$ cat src/rtl/counter_cfg_arb_if.sv
// Request/write bus between the two requesters, the arbiter and the counter.
// master: requester/counter side, slave: counter_cfg_arb.
interface counter_cfg_arb_if;
  logic        req0_valid;
  logic [1:0]  req0_ch;
  logic [31:0] req0_val;
  logic        req0_ready;
  logic        req1_valid;
  logic [1:0]  req1_ch;
  logic [31:0] req1_val;
  logic        req1_ready;
  logic        counter_we;
  logic [1:0]  counter_ch;
  logic [31:0] counter_val;

  modport master (
    output req0_valid, req0_ch, req0_val, req1_valid, req1_ch, req1_val,
    input  req0_ready, req1_ready, counter_we, counter_ch, counter_val
  );

  modport slave (
    input  req0_valid, req0_ch, req0_val, req1_valid, req1_ch, req1_val,
    output req0_ready, req1_ready, counter_we, counter_ch, counter_val
  );
endinterface

$ cat src/rtl/counter_cfg_arb.sv
// Write-side controller for the three-channel counter: round-robin arbiter,
// write serialiser with a GAP_CYCLES idle gap, and sticky maskable overflow
// interrupt flags.
// Optional feature: define COUNTER_ARB_SYNC_EN to put a two-flop synchroniser
// on each counterN_OUT (counter on another clock domain).
module counter_cfg_arb #(
  parameter int unsigned GAP_CYCLES = 1
) (
  input  logic              clk,
  input  logic              rst,
  counter_cfg_arb_if.slave  bus,
  input  logic              counter0_OUT,
  input  logic              counter1_OUT,
  input  logic              counter2_OUT,
  input  logic [2:0]        irq_mask,
  input  logic [2:0]        irq_clr,
  output logic [2:0]        irq_pending,
  output logic              irq,
  output logic              wr_done
);

  typedef enum logic [1:0] {IDLE, WRITE, GAP} state_t;

  state_t      state, state_nxt;
  logic        ptr;         // favoured requester
  logic [3:0]  gap_cnt;
  logic [1:0]  ch_q;
  logic [31:0] val_q;
  logic        grant0, grant1, we, done;

  // Next state, grants and write strobe
  always_comb begin
    state_nxt = state;
    grant0    = 1'b0;
    grant1    = 1'b0;
    we        = 1'b0;
    done      = 1'b0;
    case (state)
      IDLE: begin
        grant0 = bus.req0_valid && (!bus.req1_valid || !ptr);
        grant1 = bus.req1_valid && (!bus.req0_valid ||  ptr);
        if (grant0 || grant1) state_nxt = WRITE;
      end
      WRITE: begin
        we        = 1'b1;
        state_nxt = GAP;
      end
      GAP: begin
        if (gap_cnt <= 4'd1) begin
          done      = 1'b1;
          state_nxt = IDLE;
        end
      end
      default: state_nxt = IDLE;
    endcase
  end

  assign bus.req0_ready  = grant0 && !rst;
  assign bus.req1_ready  = grant1 && !rst;
  assign bus.counter_we  = we;
  assign bus.counter_ch  = ch_q;
  assign bus.counter_val = val_q;
  // A reset landing on the last gap cycle must not leak a completion pulse.
  assign wr_done         = done && !rst;

  // State register
  always_ff @(posedge clk) begin
    if (rst) state <= IDLE;
    else     state <= state_nxt;
  end

  // Capture accepted request, rotate pointer, run the gap counter
  always_ff @(posedge clk) begin
    if (rst) begin
      ptr     <= 1'b0;
      gap_cnt <= 4'd0;
      ch_q    <= 2'd0;
      val_q   <= 32'd0;
    end else begin
      if (grant0 || grant1) begin
        ptr   <= grant0;  // winner 0 -> favour 1 next, and vice versa
        ch_q  <= grant0 ? bus.req0_ch  : bus.req1_ch;
        val_q <= grant0 ? bus.req0_val : bus.req1_val;
      end
      if (state == WRITE)    gap_cnt <= 4'(GAP_CYCLES);
      else if (state == GAP) gap_cnt <= gap_cnt - 4'd1;
    end
  end

  // ---------------- interrupts ----------------
  logic [2:0] out_raw, out_s, out_d, rise, wr_clr, pend_nxt;

  assign out_raw = {counter2_OUT, counter1_OUT, counter0_OUT};

`ifdef COUNTER_ARB_SYNC_EN
  logic [2:0] sync1, sync2;

  // Two-flop synchroniser for overflow bits from a foreign clock
  always_ff @(posedge clk) begin
    if (rst) begin
      sync1 <= 3'd0;
      sync2 <= 3'd0;
    end else begin
      sync1 <= out_raw;
      sync2 <= sync1;
    end
  end
  assign out_s = sync2;
`else
  assign out_s = out_raw;
`endif

  // Delay flop for rising-edge detection
  always_ff @(posedge clk) begin
    if (rst) out_d <= 3'd0;
    else     out_d <= out_s;
  end

  assign rise = out_s & ~out_d;
  // Reprogramming a channel acknowledges its overflow; control word clears nothing.
  assign wr_clr   = (state == WRITE && ch_q != 2'd3) ? 3'(3'b001 << ch_q) : 3'd0;
  // Set wins over any clear in the same cycle.
  assign pend_nxt = (irq_pending & ~(irq_clr | wr_clr)) | rise;

  // Sticky pending flags and registered interrupt line
  always_ff @(posedge clk) begin
    if (rst) begin
      irq_pending <= 3'd0;
      irq         <= 1'b0;
    end else begin
      irq_pending <= pend_nxt;
      irq         <= |(irq_pending & irq_mask);
    end
  end

endmodule

$ cat src/flat_wrapper.sv
// flat-port wrapper written by rule: the top's interface ports become plain ports
module counter_cfg_arb_flat 
#(
  parameter int unsigned GAP_CYCLES = 1
)
  (clk, rst, counter0_OUT, counter1_OUT, counter2_OUT, irq_mask, irq_clr, irq_pending, irq, wr_done, bus_req0_valid, bus_req0_ch, bus_req0_val, bus_req1_valid, bus_req1_ch, bus_req1_val, bus_req0_ready, bus_req1_ready, bus_counter_we, bus_counter_ch, bus_counter_val);
  counter_cfg_arb_if bus_i ();
  input  logic clk;
  input  logic rst;
  input  logic counter0_OUT;
  input  logic counter1_OUT;
  input  logic counter2_OUT;
  input  logic [2:0] irq_mask;
  input  logic [2:0] irq_clr;
  output logic [2:0] irq_pending;
  output logic irq;
  output logic wr_done;
  input wire logic [$bits(bus_i.req0_valid)-1:0] bus_req0_valid;
  input wire logic [$bits(bus_i.req0_ch)-1:0] bus_req0_ch;
  input wire logic [$bits(bus_i.req0_val)-1:0] bus_req0_val;
  input wire logic [$bits(bus_i.req1_valid)-1:0] bus_req1_valid;
  input wire logic [$bits(bus_i.req1_ch)-1:0] bus_req1_ch;
  input wire logic [$bits(bus_i.req1_val)-1:0] bus_req1_val;
  output wire logic [$bits(bus_i.req0_ready)-1:0] bus_req0_ready;
  output wire logic [$bits(bus_i.req1_ready)-1:0] bus_req1_ready;
  output wire logic [$bits(bus_i.counter_we)-1:0] bus_counter_we;
  output wire logic [$bits(bus_i.counter_ch)-1:0] bus_counter_ch;
  output wire logic [$bits(bus_i.counter_val)-1:0] bus_counter_val;
  assign bus_i.req0_valid = bus_req0_valid;
  assign bus_i.req0_ch = bus_req0_ch;
  assign bus_i.req0_val = bus_req0_val;
  assign bus_i.req1_valid = bus_req1_valid;
  assign bus_i.req1_ch = bus_req1_ch;
  assign bus_i.req1_val = bus_req1_val;
  assign bus_req0_ready = bus_i.req0_ready;
  assign bus_req1_ready = bus_i.req1_ready;
  assign bus_counter_we = bus_i.counter_we;
  assign bus_counter_ch = bus_i.counter_ch;
  assign bus_counter_val = bus_i.counter_val;
  counter_cfg_arb #(.GAP_CYCLES(GAP_CYCLES)) u_core (.clk(clk), .rst(rst), .bus(bus_i), .counter0_OUT(counter0_OUT), .counter1_OUT(counter1_OUT), .counter2_OUT(counter2_OUT), .irq_mask(irq_mask), .irq_clr(irq_clr), .irq_pending(irq_pending), .irq(irq), .wr_done(wr_done));
endmodule
$ cat config.mk
export PLATFORM = sky130hd
export DESIGN_NAME = counter_cfg_arb_flat
export DESIGN_NICKNAME = d
export VERILOG_FILES = /design/src/rtl/counter_cfg_arb_if.sv /design/src/rtl/counter_cfg_arb.sv /design/src/flat_wrapper.sv
export SDC_FILE = /design/constraint.sdc
export NUM_CORES = 1
export LEC_CHECK = 0
export BUFFER_PORTS_ARGS = -buffer_cell sky130_fd_sc_hd__buf_2
export CORE_ASPECT_RATIO = 1.1
export CORE_MARGIN = 3
export CORE_UTILIZATION = 45
export CTS_CLUSTER_DIAMETER = 150
export DETAILED_ROUTE_END_ITERATION = 8
export MAX_ROUTING_LAYER = met4
export PLACE_DENSITY = 0.84
export SKIP_CTS_REPAIR_TIMING = 1
export SYNTH_ARGS = -nofsm -noshare
export SYNTH_HDL_FRONTEND = slang
export SYNTH_SLANG_ARGS = --single-unit
$ cat constraint.sdc
create_clock -name clk -period 1.8 [get_ports clk]
set_input_delay 0.09 -clock clk [delete_from_list [all_inputs] [get_ports clk]]
set_output_delay 0.09 -clock clk [all_outputs]
set_load 0.02 [all_outputs]
==> metrics.txt <==
FF+latch area=roughly 960 um^2; timing startpoint of the critical path=u_core.state[1]$_SDFFE_PP0P_; remaining max-slew budget at the tightest pin=approximately 63%; number of DRC markers after the initial detailed-route iteration=approximately 150; number of inserted filler cells in the final layout=about 420; global-route total usage across every layer=21.4%; top-area cell type share of the netlist area=about two fifths; width of the chip=between 70 and 80 um; GP Congestion=about 0.79; Die Y-Extent=between 80 and 90 um; max-cap viol count=0; Synth async-reset ratio=0%; Max rail drop VDD=roughly 0.55 mV; Initial Util=48.0%; Port Buffer Count=approximately 120; crit path launch type=register; achievable frequency=589 MHz; hold violation count in the final report=0; average cell area after synthesis=about 8.4 um^2; diode count=0; CP Capture Type=primary output; area overhead of the layout relative to synthesis=33.2%; wire length per cell after detailed routing=~14 um; number of cell instances on the worst register-to-register path=5; number of buffers inserted during clock tree synthesis=5; Yosys top cell by area=dfxtp_1; number of distinct library cells after synthesis=31; number of buffers on the longest clock path=2; clock transition time at the flip-flop clock pins of the worst setup and hold paths=approximately 0.080 ns; capture point of the worst reg-to-reg path=u_core.state[1]$_SDFFE_PP0P_; DIE AREA=about 0.0060 mm^2; fraction of layout instances using a drive strength above 1=37.5%; startpoint of the most critical register-to-register path=u_core.state[0]$_SDFFE_PP0P_; Final Setup Violations=0; Post-DP HPWL=~4500 um; wire length of the first global-routing pass=approximately 9900 um; number of pins with negative max-slew slack in the final report=0; post-route worst setup slack=0.103 ns; Critical Path Sink=bus_req0_ready; clock tree from TritonCTS=built; Syn Nets=360; area of the core=around 0.0048 mm^2; clk sink count=48; remaining global-route overflow=0; number of vias after detailed routing=2,423; sequential element share of the synthesized area=about two fifths; Row Count=26; worst setup timing slack at the placement stage=about 0.21 ns; accumulated negative setup slack=0 ns; netlist area before placement=about 0.0023 mm^2; cell area after layout=between 0.003 and 0.004 mm^2; Post-synth top flop=dfxtp_1; power per standard cell area=roughly 1200 mW/mm^2; Clock H-tree levels=2; result of the run=finished, final reports clean; number of storage elements in the synthesis netlist=48; total cell area at the placement stage=0.00295 mm^2; clock root buffer=clkbuf_8; multi-input logic area=0.00117 mm^2; Warnings, synthesis=0; number of primary I/O pins=roughly 120; actual transition at the worst max-transition pin=roughly 0.55 ns; top area cells in the synthesized netlist=dfxtp_1, a311oi_1, nand3_1; share of the cycle needed by the critical path after routing=94.3%; Lkg Pwr=approximately 1.4 nW; number of synthesized flops with an enable pin=0; Critical Path RT=between 1.5 and 2 ns; residual antenna-violating net count after detailed routing=0; Worst R2R Setup Slack=~0.22 ns; path type of the worst min-delay path=in2reg; post-layout min period=1.70 ns; critical-path maximum fanout=12; commonest cells in the synthesized netlist=dfxtp_1, nor2_1, a311oi_1, nand3_1, o21ai_1; # nets final=approximately 470; initial antenna violation count=0; post-detailed-route DRC marker count=0; via count of the first global-routing pass=between 2,000 and 2,500; Layout Skew=0.00196 ns; first-pass iteration count of the detailed router=4; Worst Setup Path Type=reg2out; count leader, synth=dfxtp_1; maximum number of pins on one net before global-route repair=51; via/cell ratio=between 5 and 6; detailed-route wire length=between 6000 and 7000 um; Arr. time, crit path=about 1.6 ns; latest clock arrival within the worst-skew pair=~0.29 ns; Mapped Cells=roughly 270
worst max-delay path, cell delays in order (launching register included):
cell and delay, ns:
dfxtp_1 0.34, inv_1 0.14, ha_4 0.19, nand2_1 0.11, buf_4 0.19, nor3_1 0.16, buf_2 0.19
metal layers:
metal	routed length, um	up-vias	GRT usage (%)
met3	520	6	4.83
met1	2650	1101	25.7
met2	3060	92	35.8
met5	0	-	-
met4	59	0	5.80
li1	-	1224	-
layout by cell type (no fill, tap or decap), drive strengths merged, types with 3 or more instances in the layout:
master    n
inv       6
nand2b    5
dfxtp    48
ha        6
nor2     42
nand2     6
nor3      5
nand3    34
and2      3
buf     133
clkbuf    6
o21ai    35
nor2b     5
a311oi   35
through the flow:
| step | instances | hold WS [ns] | utilization, % | power, mW |
|---|---|---|---|---|
| floorplan | 273 | 0.208 | - | 2.58 |
| global placement | 435 | 0.324 | 61.7 | 3.05 |
| detailed placement | 435 | 0.329 | 61.7 | 3.10 |
| CTS | 443 | 0.0193 | 63.6 | 3.76 |
| global route | 443 | 0.0471 | 63.9 | 4.02 |
| finish | 443 | 0.0229 | 63.9 | 3.75 |
state kept, by name (all words and copies together), names as in the netlist:
register	cells
u_core.bus.counter_val	32
u_core.gap_cnt	4
u_core.irq_pending	3
u_core.out_d	3
u_core.bus.counter_ch	2
u_core.state	2
u_core.irq	1
u_core.ptr	1
how the worst min path moves through the flow:
stage,from,slack (ns),cells past startpoint,end
2_1_floorplan,bus_req1_valid,0.21,1,u_core.ptr$_SDFFE_PP0P_
3_3_place_gp,counter2_OUT,0.32,2,u_core.out_d[2]$_SDFF_PP0_
3_5_place_dp,counter2_OUT,0.33,2,u_core.out_d[2]$_SDFF_PP0_
4_1_cts,counter2_OUT,0.02,2,u_core.out_d[2]$_SDFF_PP0_
5_1_grt,counter0_OUT,0.05,2,u_core.out_d[0]$_SDFF_PP0_
6_report,counter2_OUT,0.02,2,u_core.out_d[2]$_SDFF_PP0_
cells by family (layout without fill, tap and decap cells):
group | count (synthesis) | count (layout) | synth area share, %
compound gates | 78 | 78 | 23.9
simple gates | 104 | 104 | 21.4
fa+ha+maj | 6 | 6 | 3.27
xor+xnor | 2 | 2 | 0.763
mux | 2 | 2 | 0.872
buf+inv | 33 | 147 | 7.91
flops | 48 | 48 | 41.9
layout make-up:
cell class	count	share of cell area, %
multi-input combinational	192	38.2
sequential	48	31.4
timing repair buffer	133	24.3
clock buffer	6	2.70
tap	56	2.29
inverter	6	0.737
clock inverter	2	0.328
report_power, final:
part / switching [mW] / internal (mW) / leakage (nW)
combinational: 0.999 / 0.651 / 0.940
clock: 0.348 / 0.307 / 0.0510
sequential: 0.142 / 1.30 / 0.398
total: 1.49 / 2.26 / 1.39
Power figures use the tool's default switching activity.
